### src/rtl/sdu_uart_tx.sv
// Byte-queued 8N1 UART transmitter (LSB first) with a power-of-two circular FIFO.
// Frames run back-to-back while data is queued; writes to a full FIFO are dropped and flagged in ovf.
module sdu_uart_tx #(
  parameter int CLK_FREQ = 100_000_000,
  parameter int BAUD     = 115200,
  parameter int DEPTH    = 16
) (
  input  logic                   clk,
  input  logic                   rst,
  input  logic [7:0]             din,
  input  logic                   wr_en,
  output logic                   txd,
  output logic                   full,
  output logic                   empty,
  output logic                   busy,
  output logic [$clog2(DEPTH):0] count,
  output logic                   ovf
);

  localparam int DIV = CLK_FREQ / BAUD;
  localparam int BW  = (DIV > 1) ? $clog2(DIV) : 1;
  localparam int AW  = $clog2(DEPTH);
  localparam logic [BW-1:0] BAUD_LAST = BW'(DIV - 1);
  localparam logic [AW:0]   FULL_CNT  = (AW + 1)'(DEPTH);

  typedef enum logic [1:0] {S_IDLE, S_START, S_DATA, S_STOP} state_t;

  state_t          r_state;
  logic [BW-1:0]   r_baud;
  logic [2:0]      r_bit;
  logic [7:0]      r_shift;
  logic            r_txd;
  logic [7:0]      r_mem [DEPTH];
  logic [AW-1:0]   r_wptr;
  logic [AW-1:0]   r_rptr;
  logic [AW:0]     r_count;
  logic            r_ovf;

  state_t          w_state_nxt;
  logic [BW-1:0]   w_baud_nxt;
  logic [2:0]      w_bit_nxt;
  logic [7:0]      w_shift_nxt;
  logic            w_txd_nxt;
  logic            w_pop;
  logic            w_bit_end;
  logic            w_has_data;
  logic            w_full;
  logic            w_wr_ok;

  assign w_bit_end  = (r_baud == BAUD_LAST);
  assign w_has_data = (r_count != '0);
  assign w_full     = (r_count == FULL_CNT);
  // Acceptance uses the pre-edge count, so a pop on the same edge never frees a slot for a write.
  assign w_wr_ok    = wr_en && !w_full;

  always_comb begin
    w_state_nxt = r_state;
    w_baud_nxt  = w_bit_end ? '0 : r_baud + 1'b1;
    w_bit_nxt   = r_bit;
    w_shift_nxt = r_shift;
    w_pop       = 1'b0;
    case (r_state)
      S_IDLE: begin
        w_baud_nxt = '0;
        if (w_has_data) begin
          w_pop       = 1'b1;
          w_shift_nxt = r_mem[r_rptr];
          w_state_nxt = S_START;
        end
      end
      S_START: begin
        if (w_bit_end) begin
          w_state_nxt = S_DATA;
          w_bit_nxt   = 3'd0;
        end
      end
      S_DATA: begin
        if (w_bit_end) begin
          w_shift_nxt = {1'b0, r_shift[7:1]};
          w_bit_nxt   = r_bit + 3'd1;
          if (r_bit == 3'd7) begin
            w_state_nxt = S_STOP;
          end
        end
      end
      S_STOP: begin
        if (w_bit_end) begin
          if (w_has_data) begin
            w_pop       = 1'b1;
            w_shift_nxt = r_mem[r_rptr];
            w_state_nxt = S_START;
          end else begin
            w_state_nxt = S_IDLE;
          end
        end
      end
      default: w_state_nxt = S_IDLE;
    endcase
    // The line level is registered from the next state so txd is glitch-free and aligned to state entry.
    case (w_state_nxt)
      S_START: w_txd_nxt = 1'b0;
      S_DATA:  w_txd_nxt = w_shift_nxt[0];
      default: w_txd_nxt = 1'b1;
    endcase
  end

  always_ff @(posedge clk) begin
    if (rst) begin
      r_state <= S_IDLE;
      r_baud  <= '0;
      r_bit   <= '0;
      r_shift <= '0;
      r_txd   <= 1'b1;
      r_wptr  <= '0;
      r_rptr  <= '0;
      r_count <= '0;
      r_ovf   <= 1'b0;
    end else begin
      r_state <= w_state_nxt;
      r_baud  <= w_baud_nxt;
      r_bit   <= w_bit_nxt;
      r_shift <= w_shift_nxt;
      r_txd   <= w_txd_nxt;
      if (w_wr_ok) r_wptr <= r_wptr + 1'b1;
      if (w_pop)   r_rptr <= r_rptr + 1'b1;
      case ({w_wr_ok, w_pop})
        2'b10:   r_count <= r_count + 1'b1;
        2'b01:   r_count <= r_count - 1'b1;
        default: r_count <= r_count;
      endcase
      if (wr_en && w_full) r_ovf <= 1'b1;
    end
  end

  always_ff @(posedge clk) begin
    if (w_wr_ok) r_mem[r_wptr] <= din;
  end

  assign txd   = r_txd;
  assign full  = w_full;
  assign empty = !w_has_data;
  assign busy  = (r_state != S_IDLE);
  assign count = r_count;
  assign ovf   = r_ovf;

endmodule

### config.mk
export PLATFORM = sky130hd
export DESIGN_NAME = sdu_uart_tx
export DESIGN_NICKNAME = d
export VERILOG_FILES = /design/src/rtl/sdu_uart_tx.sv
export SDC_FILE = /design/constraint.sdc
export NUM_CORES = 1
export LEC_CHECK = 0
export ABC_CLOCK_PERIOD_IN_PS = 7900
export CAP_MARGIN = 20
export CELL_PAD_IN_SITES_DETAIL_PLACEMENT = 1
export CELL_PAD_IN_SITES_GLOBAL_PLACEMENT = 2
export CORE_UTILIZATION = 30
export CTS_CLUSTER_SIZE = 24
export DETAILED_ROUTE_END_ITERATION = 6
export PLACE_DENSITY = 0.61
export SLEW_MARGIN = 20
export SYNTH_ARGS = -nofsm -noshare
export SYNTH_HDL_FRONTEND = slang
export SYNTH_SLANG_ARGS = --single-unit
### constraint.sdc
create_clock -name clk -period 7.9 [get_ports clk]
set_input_delay 1.58 -clock clk [delete_from_list [all_inputs] [get_ports clk]]
set_output_delay 1.58 -clock clk [all_outputs]
set_load 0.005 [all_outputs]
== Word level (Yosys, flattened, before mapping) ==
Memory sizes are Yosys's and may differ from the RTL's. A register that Yosys moved wholly into a read port is not among the register bits.
Index checks and enable logic that the tools add are counted.
Operators by class
  reductions and logical operators: 13
  add/sub/neg operators: 6
  eq/ne operators: 13
  multiplexer cells: 23
Operators with widths (count)
  $mux 8: 3
  $pmux 8 s3: 1
  $add 10x1->10 const B: 1
  $eq 10x10->1 const B: 1
  $mux 2: 5
  $pmux 5 s2: 1
  $add 4x1->4 const B: 2
  $eq 2x2->1 const B: 4
  $mux 4: 2
  $pmux 2 s4: 1
  $eq 2x1->1 const B: 3
  $mux 3: 2
  $ne 2x2->1 const B: 3
  $pmux 3 s2: 1
  $reduce_and 3->1: 2
  $reduce_bool 2->1: 3
  $add 5x1->5 const B: 1
  $eq 5x5->1 const B: 1
  $mux 1: 5
  $reduce_bool 5->1: 1
  $sub 5x1->5 const B: 1
  $pmux 1 s2: 2
  $add 3x1->3 const B: 1
  $eq 3x3->1 const B: 1
  other kinds (5): 7
Storage, ports and cells
  memories: 1
  bits in writable memories: 128
  input port bits: 11
  register bits: 38
  output and inout bits: 10
Memory list
  r_mem: words 16, bits a word 8, read ports 1, clocked after memory_dff 1, write ports 1, RTL line 33  | logic [7:0] r_mem [DEPTH];

== Depth between registers and ports, before layout ==
Gate-level depths: netlist (run 1).
  depth after elaboration: 6
  gate-level depth with buffers: 16
  mapped depth without buffers: 13

== Least setup slack after synthesis (run 1) ==
Ideal clock, no wire load.
  path type: in2reg
  from: input wr_en
  to: register r_count[4] (netlist: count[4])
  slack: 4156 ps
  stages: 12
  required time: 7830 ps
  arrival time: 3674 ps
  path buffers: 2
  cells stage by stage: and2_1 -> clkbuf_1 -> inv_1 -> ha_1 -> clkbuf_1 -> xor2_1 -> ha_1 -> nand2b_1 -> o41ai_1 -> mux2i_1 -> or3_1 -> a21oi_1
On the way
  word-level cells in the longest chain between the ends: 3
  elaborated cells between the ends (all ways): 5
  classes of those cells: 2 x eq/ne; 1 x mux; 2 x reduce/logical
RTL lines
  start: declaration: RTL line 11  | input logic wr_en,
  $logic_and 1x1->1 *: RTL line 54  | assign w_wr_ok = wr_en && !w_full;
  $eq 2x1->1 or $eq 2x2->1 (tied branches): RTL line 126  | case ({w_wr_ok, w_pop})
  $pmux 5 s2 or $reduce_bool 2->1 (tied branches)
  end signal: assignment: RTL line 127  | 2'b10: r_count <= r_count + 1'b1;
  end signal: assignment: RTL line 128  | 2'b01: r_count <= r_count - 1'b1;
  end signal: assignment: RTL line 129  | default: r_count <= r_count;
  end: declaration: RTL line 36  | logic [AW:0] r_count;
Every way passes the cells marked *; elsewhere a longest branch is shown, timed or not.
A chain may end at the register's enable or synchronous reset.

== Worst setup path in the final report (run 1) ==
  from: register r_count[1] (netlist: count[1])
  to: output empty
On the way
  word-level cells in the longest chain between the ends: 2
RTL lines
  $reduce_bool 5->1: RTL line 51  | assign w_has_data = (r_count != '0);
  $logic_not 1->1: RTL line 141  | assign empty = !w_has_data;
  end: declaration: RTL line 14  | output logic empty,
Every way passes these cells.

==> flow_summary.ini, run 1 <==
[grt]
grt_pass1_wl_um = 24300
grt_max_degree = 35
overflow = 0
antenna_found_initial = 0
grtUsageTotal_pct = 13.5
grt_pass1_vias = 4249

[synth]
yosysMostFrequentCell = edfxtp_1
yosys-top-cells-count = edfxtp_1 (128), nor2_1 (57), dfxtp_1 (42)
synth_seq_area_share_pct = 65.7
syn_area_per_cell_um2 = 15.0
synthArstFlopShare_pct = 0
ys_types = 58
ys_ff_latch = 170
yosysTopAreaCell = edfxtp_1
yosysTopAreaCellShare_pct = 53.9
yosys_warnings = 0
syn_inst = 474
synth_edf_count = 128
netlist_top_cells_area = edfxtp_1 (54%), dfxtp_1 (12%), mux4_2 (9.2%)
syn-cell-area_um2 = 7130
syn_nets = 500
ys.flop_type = edfxtp_1

[placed_design]
hpwlAfterDp_um = 9850
io_buffers = 20
gp_congestion = 0.766
dpl_worst_slack_ps = 3470

[pwr]
powerDensity_nw_per_um2 = 306
combPwrFrac_pct = 24.2
swShare_pct = 29.8
switchingPower_uw = 752
vdd_drop_max_uv = 137
clockPowerShare_pct = 33.5
power_frac_seq_pct = 42.4
p_int_uw = 1770
p_leak_uw = 0.00262

[drt]
via_per_inst = 4.81
wirelength_um = 15100
firstDrtPassIters = 5
dr.first_iter.drc_count = 157
vias = 3951
drc = 0
antenna_left = 0
wl_per_cell_um = 18.4

[timing]
setup_viol = 0
slew_headroom_pct = 37.1
min_period_ps = 4150
period_share_pct = 52.6
fmax_ghz = 0.241
setup_slack_ps = 3750
slew_violations = 0
setup_tns_ps = 0
final_hold_viol_count = 0
worst_clock_skew_ps = 11.0
rsz0062_at_grt = no
tightest_slew_ps = 940
hold-worst-slack_ps = 462

[final_layout]
drive_gt1_share_pct = 15.7
fin_util_pct = 35.2
syn_to_final_growth_pct = 15.5
insertedDiodeCount = 0
nets = 517

[clocking]
ctsHoldBuffers = 0
cts_tree = done
cts_max_level = 4
clk_pin_slew_worst_paths_ps = 70
insertion_delay_ps = 430
clk_path_buf_depth = 2
clock-sinks = 170
numCtsBuffers = 17
post_cts_buffers = 0
root_buffer = clkbuf_16
cts.repair.resized = 0

[die]
core.rowCount = 56
die_height_um = 156
core_um2 = 23400
ios = 21
die_w_um = 156
initial_core_util_pct = 30.5
die_area_um2 = 24400

[worst_setup_path]
path_max_fanout = 10
reg2reg_from = r_baud[0]$_SDFF_PP0_
cp.required_ps = 6320
r2r_slack_ps = 4070
startpoint_type = register
rr_endpoint = count[4]$_SDFFE_PP0P_
cp-endpoint = empty
path_class = register to output pin
critPathArrivalTime_ps = 2570
startpoint = count[1]$_SDFFE_PP0P_
endpoint_kind = output pin
worst-r2r-cell-count = 12

[min_path]
min_path_cells = 1
hp-class = register to register

[job]
drv_cap = 0

[status]
status = finished clean
[through the flow]
step,area (µm²),power [µW],cells
after floorplan,7130,1530,474
after detailed placement,7660,1710,791
final,8240,2520,822
after global routing,8240,2650,822
after CTS,8240,2560,822
after global placement,7660,1680,791
[power by group through the flow]
stage               clock [µW]  sequential [µW]  combinational [µW]
floorplan                    0             1060                 465
global placement             0             1080                 602
detailed placement           0             1090                 620
CTS                        864             1070                 623
global route               894             1080                 680
finish                     843             1070                 609
[worst min path at each step]
stage	endpoint	slack [ps]	from
floorplan	r_baud[0]$_SDFF_PP0_	430	r_baud[0]$_SDFF_PP0_
global placement	r_baud[0]$_SDFF_PP0_	450	r_baud[0]$_SDFF_PP0_
detailed placement	r_shift[7]$_SDFFE_PP0P_	450	r_shift[7]$_SDFFE_PP0P_
CTS	r_baud[0]$_SDFF_PP0_	470	r_baud[0]$_SDFF_PP0_
global route	r_baud[0]$_SDFF_PP0_	480	r_baud[0]$_SDFF_PP0_
finish	r_shift[7]$_SDFFE_PP0P_	460	r_shift[7]$_SDFFE_PP0P_
[sequential cells by signal (all words and copies together) (netlist names), named ones only]
| name | flops |
|---|---|
| r_shift | 8 |
| count | 5 |
| r_bit | 3 |
| txd | 1 |
| r_state | 2 |
| r_baud | 10 |
| r_mem | 128 |
| r_rptr | 4 |
| ovf | 1 |
| r_wptr | 4 |
[area by class of cell]
class | count | area (µm²)
fill | 2436 | 15200
sequential | 170 | 4690
multi-input combinational | 264 | 2270
clock buffer | 18 | 429
tap | 319 | 399
timing repair buffer | 28 | 260
clock inverter | 13 | 153
inverter | 10 | 37.5
[layout by cell type, fill, tap and decap left out, drive strengths merged, types with 3 or more instances in the layout]
master | netlist | layout
clkbuf | 17 | 18
nor3 | 8 | 8
nor2 | 57 | 57
nand4 | 3 | 3
inv | 10 | 18
xor2 | 10 | 10
mux4 | 29 | 29
nor3b | 4 | 4
o21ai | 10 | 10
a21oi | 11 | 11
ha | 15 | 15
nand2 | 14 | 14
nand3 | 4 | 4
nand2b | 7 | 7
a31oi | 3 | 3
nor2b | 8 | 8
dfxtp | 42 | 42
a221o | 6 | 6
buf | 13 | 8
clkdlybuf4s50 | 0 | 20
xnor2 | 7 | 7
mux2i | 18 | 18
edfxtp | 128 | 128
a211oi | 15 | 15
[logic make-up after synthesis]
family                     share of synthesized area (%)
muxes                                               12.0
xor gates and xnor gates                            2.09
and+or+nand+nor                                     8.61
AOI/OAI and AO/OA                                   6.54
DFF                                                 65.7
buffers and inverters                               2.44
adders and majority gates                           2.63
[worst max-delay path, stage by stage, from the launching register on]
cell	delay, ps
dfxtp_1	420
or4_4	570
or2_0	360
inv_1	250
clkdlybuf4s50_1	540
[per-layer routing]
metal	global-route usage [%]	wire (µm)
met3	2.89	395
met2	23.1	7450
met1	16.9	7110
met4	4.72	194
met5	0	0
Note: power is estimated with default switching activity, not from simulation.
==> inputs of run 2 (changes only) <==
- ABC_CLOCK_PERIOD_IN_PS: 7900 -> 3850
- clock period: 7.9 -> 3.85 ns (I/O delays scaled with it)
==> run 2 against run 1 <==
- first-iteration DRC count decreased by 1.3%
- register-to-register slack got worse by 3700 ps
- die area unchanged
- wire length increased by 1.6%
- sequential power increased by 110%
- clock power increased by 110%
- critical path depth increased by 8
- critical path type is now register to register
- critical endpoint is now count[4]$_SDFFE_PP0P_
==> flow_summary.ini, run 2 (synthesized netlist as in run 1, its figures left out) <==
[status]
status = finished clean

[drt]
via_per_inst = 4.78
vias = 4011
firstDrtPassIters = 4
wl_per_cell_um = 18.3
wirelength_um = 15400
dr.first_iter.drc_count = 155
drc = 0
antenna_left = 0

[timing]
rsz0062_at_grt = no
slew_violations = 0
period_share_pct = 89.3
setup_tns_ps = 0
tightest_slew_ps = 1030
slew_headroom_pct = 31.3
fmax_ghz = 0.291
min_period_ps = 3440
final_hold_viol_count = 0
worst_clock_skew_ps = 19.9
setup_viol = 0

[grt]
grtUsageTotal_pct = 13.8
antenna_found_initial = 0
grt_pass1_wl_um = 24500
overflow = 0
grt_pass1_vias = 4247
grt_max_degree = 35

[final_layout]
drive_gt1_share_pct = 18.8
multi_input_area_um2 = 2270
largest_reg_flops = 128
nets = 533
top_register = r_mem
layout_common_cells = edfxtp_1 (128), nor2_1 (57), dfxtp_1 (41), mux4_2 (29), buf_4 (24)
seqCellArea_um2 = 4690
reg_top3 = r_mem: 128 flops, r_baud: 10 flops, r_shift: 8 flops
finalNonFillerCells = 839
insertedDiodeCount = 0
final_common_cell = edfxtp_1
syn_to_final_growth_pct = 18.0
fill_cells = 2423

[die]
initial_core_util_pct = 30.5
die_area_um2 = 24400
die_w_um = 156
core.rowCount = 56
ios = 21
core_um2 = 23400
die_height_um = 156

[worst_setup_path]
path_class = register to register
path_max_fanout = 5
endpoint_kind = register
critPathArrivalTime_ps = 3800
cp.required_ps = 4220
startpoint_type = register

[pwr]
switchingPower_uw = 1670
powerDensity_nw_per_um2 = 623
clockPowerShare_pct = 33.8
p_int_uw = 3570
swShare_pct = 31.9
vdd_drop_max_uv = 281
power_frac_seq_pct = 42.1
p_leak_uw = 0.00273
combPwrFrac_pct = 24.1

[placed_design]
gp_congestion = 0.760
dp.cells = 807
io_buffers = 20
hpwlAfterDp_um = 10100

[clocking]
clk_path_buf_depth = 2
cts.repair.resized = 0
post_cts_buffers = 0
clock-sinks = 170
cts_max_level = 4
root_buffer = clkbuf_16
ctsHoldBuffers = 0
insertion_delay_ps = 440
numCtsBuffers = 17
cts_tree = done
clk_pin_slew_worst_paths_ps = 80

[job]
drv_cap = 0

[min_path]
hp-class = register to register
run 2: changes by cell type in the layout (fill, tap and decap cells not counted), sizes merged:
cell	before	now
buf	8	24
bufinv	2	0
inv	18	16
clkinvlp	1	0
clkbuf	18	17
clkinv	2	9
run 2: cell type report:
cell class                      instances  area share (%)
Timing Repair Buffer                   44            4.52
Clock inverter                         15            2.51
Sequential cell                       170            55.7
Clock buffer                           17            5.06
Inverter                               10           0.446
Tap cell                              319            4.74
Multi-Input combinational cell        264            27.0
run 2: power groups by stage:
stage | Sequential, µW | Clock (µW) | Combinational (µW)
after floorplan | 2180 | 0 | 954
after global placement | 2240 | 0 | 1240
after detailed placement | 2250 | 0 | 1280
after CTS | 2210 | 1820 | 1290
after global routing | 2220 | 1890 | 1400
final | 2200 | 1770 | 1260
run 2: stage by stage:
stage                     util, %  hold WS (ps)  power [µW]  worst slack, ps  area (µm²)
final                        35.9           468        5240              413        8410
after global routing         35.9           501        5510             40.9        8410
after CTS                    35.9           474        5320              375        8410
after detailed placement     33.2           454        3530              385        7780
after global placement       33.2           444        3480              509        7780
after floorplan                 -           430        3130              552        7130
run 2: worst paths after layout:
check	start	endpoint	slack [ps]	cells past startpoint
setup / recovery	r_baud[0]$_SDFF_PP0_	count[4]$_SDFFE_PP0P_	410	12
hold reg to reg	ovf$_SDFFE_PP0P_	ovf$_SDFFE_PP0P_	470	2
hold / removal	ovf$_SDFFE_PP0P_	ovf$_SDFFE_PP0P_	470	2
setup reg to reg	r_baud[0]$_SDFF_PP0_	count[4]$_SDFFE_PP0P_	410	12
run 2: critical path, stage by stage, from the launching register on:
cell and delay [ps]:
dfxtp_1 390, ha_1 220, nor3b_1 330, a41oi_1 350, nor3_2 480, ha_1 270, xor2_1 80, ha_1 240
nand2b_1 180, o41ai_1 270, mux2i_1 130, or3_1 310, a21oi_1 140
run 2: metal layers:
| metal | track usage (%) | vias up | routed length [µm] |
|---|---|---|---|
| met3 | 3.08 | 13 | 336 |
| met4 | 4.48 | 0 | 155 |
| li1 | - | 1879 | - |
| met5 | 0 | - | 0 |
| met2 | 23.9 | 44 | 7930 |
| met1 | 16.8 | 2075 | 6960 |
==> inputs of run 3 (changes only) <==
--- a/config.mk
+++ b/config.mk
@@ -15,2 +15,3 @@
 export PLACE_DENSITY = 0.61
+export SKIP_CTS_REPAIR_TIMING = 1
 export SLEW_MARGIN = 20
==> constraint.sdc (replaced) <==
create_clock -name clk -period 3.85 [get_ports clk]
set_input_delay 0.385 -clock clk [delete_from_list [all_inputs] [get_ports clk]]
set_output_delay 0.385 -clock clk [all_outputs]
set_load 0.005 [all_outputs]
==> run 3 against run 2 <==
- register-to-register slack worse by 30 ps
- combinational power about the same
- global-route usage about the same
- first-iteration DRC count up 22%
- flip-flop and latch count unchanged
==> flow_summary.ini, run 3 (synthesized netlist as in run 1, its figures left out) <==
[status]
status = finished clean

[pwr]
power_frac_seq_pct = 42.6
powerDensity_nw_per_um2 = 625
swShare_pct = 31.7
vdd_drop_max_uv = 300
switchingPower_uw = 1650
combPwrFrac_pct = 23.9
p_leak_uw = 0.00266
p_int_uw = 3550
clockPowerShare_pct = 33.4

[placed_design]
hpwlAfterDp_um = 10100
gp_congestion = 0.759
io_buffers = 20

[worst_setup_path]
slowest_stage = nor3_2
crit_path_frequent_cell = ha_1
cp_top_family = simple AND/OR/NAND/NOR gates
critPathBufInv = 0
startpoint_type = register
path_class = register to register
cp.required_ps = 4220
path_cells = ha_1, nor3b_1, a41oi_1, nor3_2, ha_1, xor2_1, ha_1, nand2b_1, o41ai_1, mux2i_1, or3_1, a21oi_1
path_max_fanout = 5
critPathArrivalTime_ps = 3840
endpoint_kind = register
slowest_delay_ps = 490

[final_layout]
insertedDiodeCount = 0
layout_common_cells = edfxtp_1 (128), nor2_1 (57), dfxtp_1 (41), mux4_2 (29), clkdlybuf4s50_1 (20)
seqCellArea_um2 = 4690
syn_to_final_growth_pct = 16.6
nets = 523
top_register = r_mem
largest_reg_flops = 128
reg_top3 = r_mem: 128 flops, r_baud: 10 flops, r_shift: 8 flops
fill_cells = 2443
multi_input_area_um2 = 2270
final_common_cell = edfxtp_1
drive_gt1_share_pct = 17.3

[drt]
drc = 0
firstDrtPassIters = 4
antenna_left = 0
wirelength_um = 15200
dr.first_iter.drc_count = 189
vias = 3951
via_per_inst = 4.77
wl_per_cell_um = 18.4

[timing]
slew_headroom_pct = 34.2
tightest_slew_ps = 983
final_hold_viol_count = 0
min_period_ps = 3470
rsz0062_at_grt = no
setup_tns_ps = 0
period_share_pct = 90.2
worst_clock_skew_ps = 11.7
fmax_ghz = 0.288
hold-worst-slack_ps = 470
slew_violations = 0
setup_viol = 0

[clocking]
clk_pin_slew_worst_paths_ps = 70
insertion_delay_ps = 440
cts_max_level = 4
cts_tree = done
numCtsBuffers = 17
clock-sinks = 170
root_buffer = clkbuf_16
clk_path_buf_depth = 2

[grt]
grtUsageTotal_pct = 13.8
grt_pass1_vias = 4257
grt_pass1_wl_um = 24800
overflow = 0
grt_max_degree = 35
antenna_found_initial = 0

[job]
drv_cap = 0

[min_path]
hp-class = register to register

[die]
initial_core_util_pct = 30.5
die_height_um = 156
core.rowCount = 56
die_w_um = 156
die_area_um2 = 24400
ios = 21
core_um2 = 23400
[run 3: worst register-to-register path: cells and delay by family, from the launching register on]
| kind | cells | cell delay (ps) |
|---|---|---|
| xor+xnor | 1 | 70 |
| fa+ha+maj | 3 | 720 |
| compound gates | 3 | 760 |
| simple gates | 4 | 1330 |
| mux | 1 | 140 |
| flops | 1 | 390 |
[run 3: power by group through the flow]
stage | sequential (µW) | combinational, µW | clock, µW
global route | 2240 | 1390 | 1850
finish | 2220 | 1240 | 1740
floorplan | 2180 | 954 | 0
CTS | 2220 | 1270 | 1780
detailed placement | 2260 | 1270 | 0
global placement | 2250 | 1240 | 0
[run 3: metal layers]
| layer | routed length [µm] | global-route usage (%) | vias to the layer above |
|---|---|---|---|
| met3 | 461 | 3.39 | 17 |
| li1 | - | - | 1862 |
| met4 | 168 | 4.34 | 0 |
| met2 | 7500 | 22.9 | 41 |
| met1 | 7110 | 17.7 | 2031 |
| met5 | 0 | 0 | - |
[run 3: cell type report]
class,instances,share of cell area (%)
well taps,319,4.80
flip-flops and latches,170,56.3
clock buffers,17,5.11
clock inverters,15,2.32
multi-input cells,264,27.3
inverters,10,0.451
repair buffers,34,3.67
[run 3: path summary, 6_finish.rpt]
check,from,cells after the start,endpoint,slack [ps]
worst max-delay path,r_baud[0]$_SDFF_PP0_,12,count[4]$_SDFFE_PP0P_,380
worst min-delay path,ovf$_SDFFE_PP0P_,2,ovf$_SDFFE_PP0P_,470
worst max register to register,r_baud[0]$_SDFF_PP0_,12,count[4]$_SDFFE_PP0P_,380
worst min register to register,ovf$_SDFFE_PP0P_,2,ovf$_SDFFE_PP0P_,470
[run 3: per-stage QoR]
step	total power (µW)	instances	area [µm²]	worst slack, ps	utilization [%]
5_1_grt	5480	829	8320	100	35.5
6_report	5200	829	8320	379	35.5
2_1_floorplan	3130	474	7130	552	-
3_3_place_gp	3480	797	7700	526	32.9
3_5_place_dp	3530	797	7700	400	32.9
4_1_cts	5270	829	8320	378	35.5
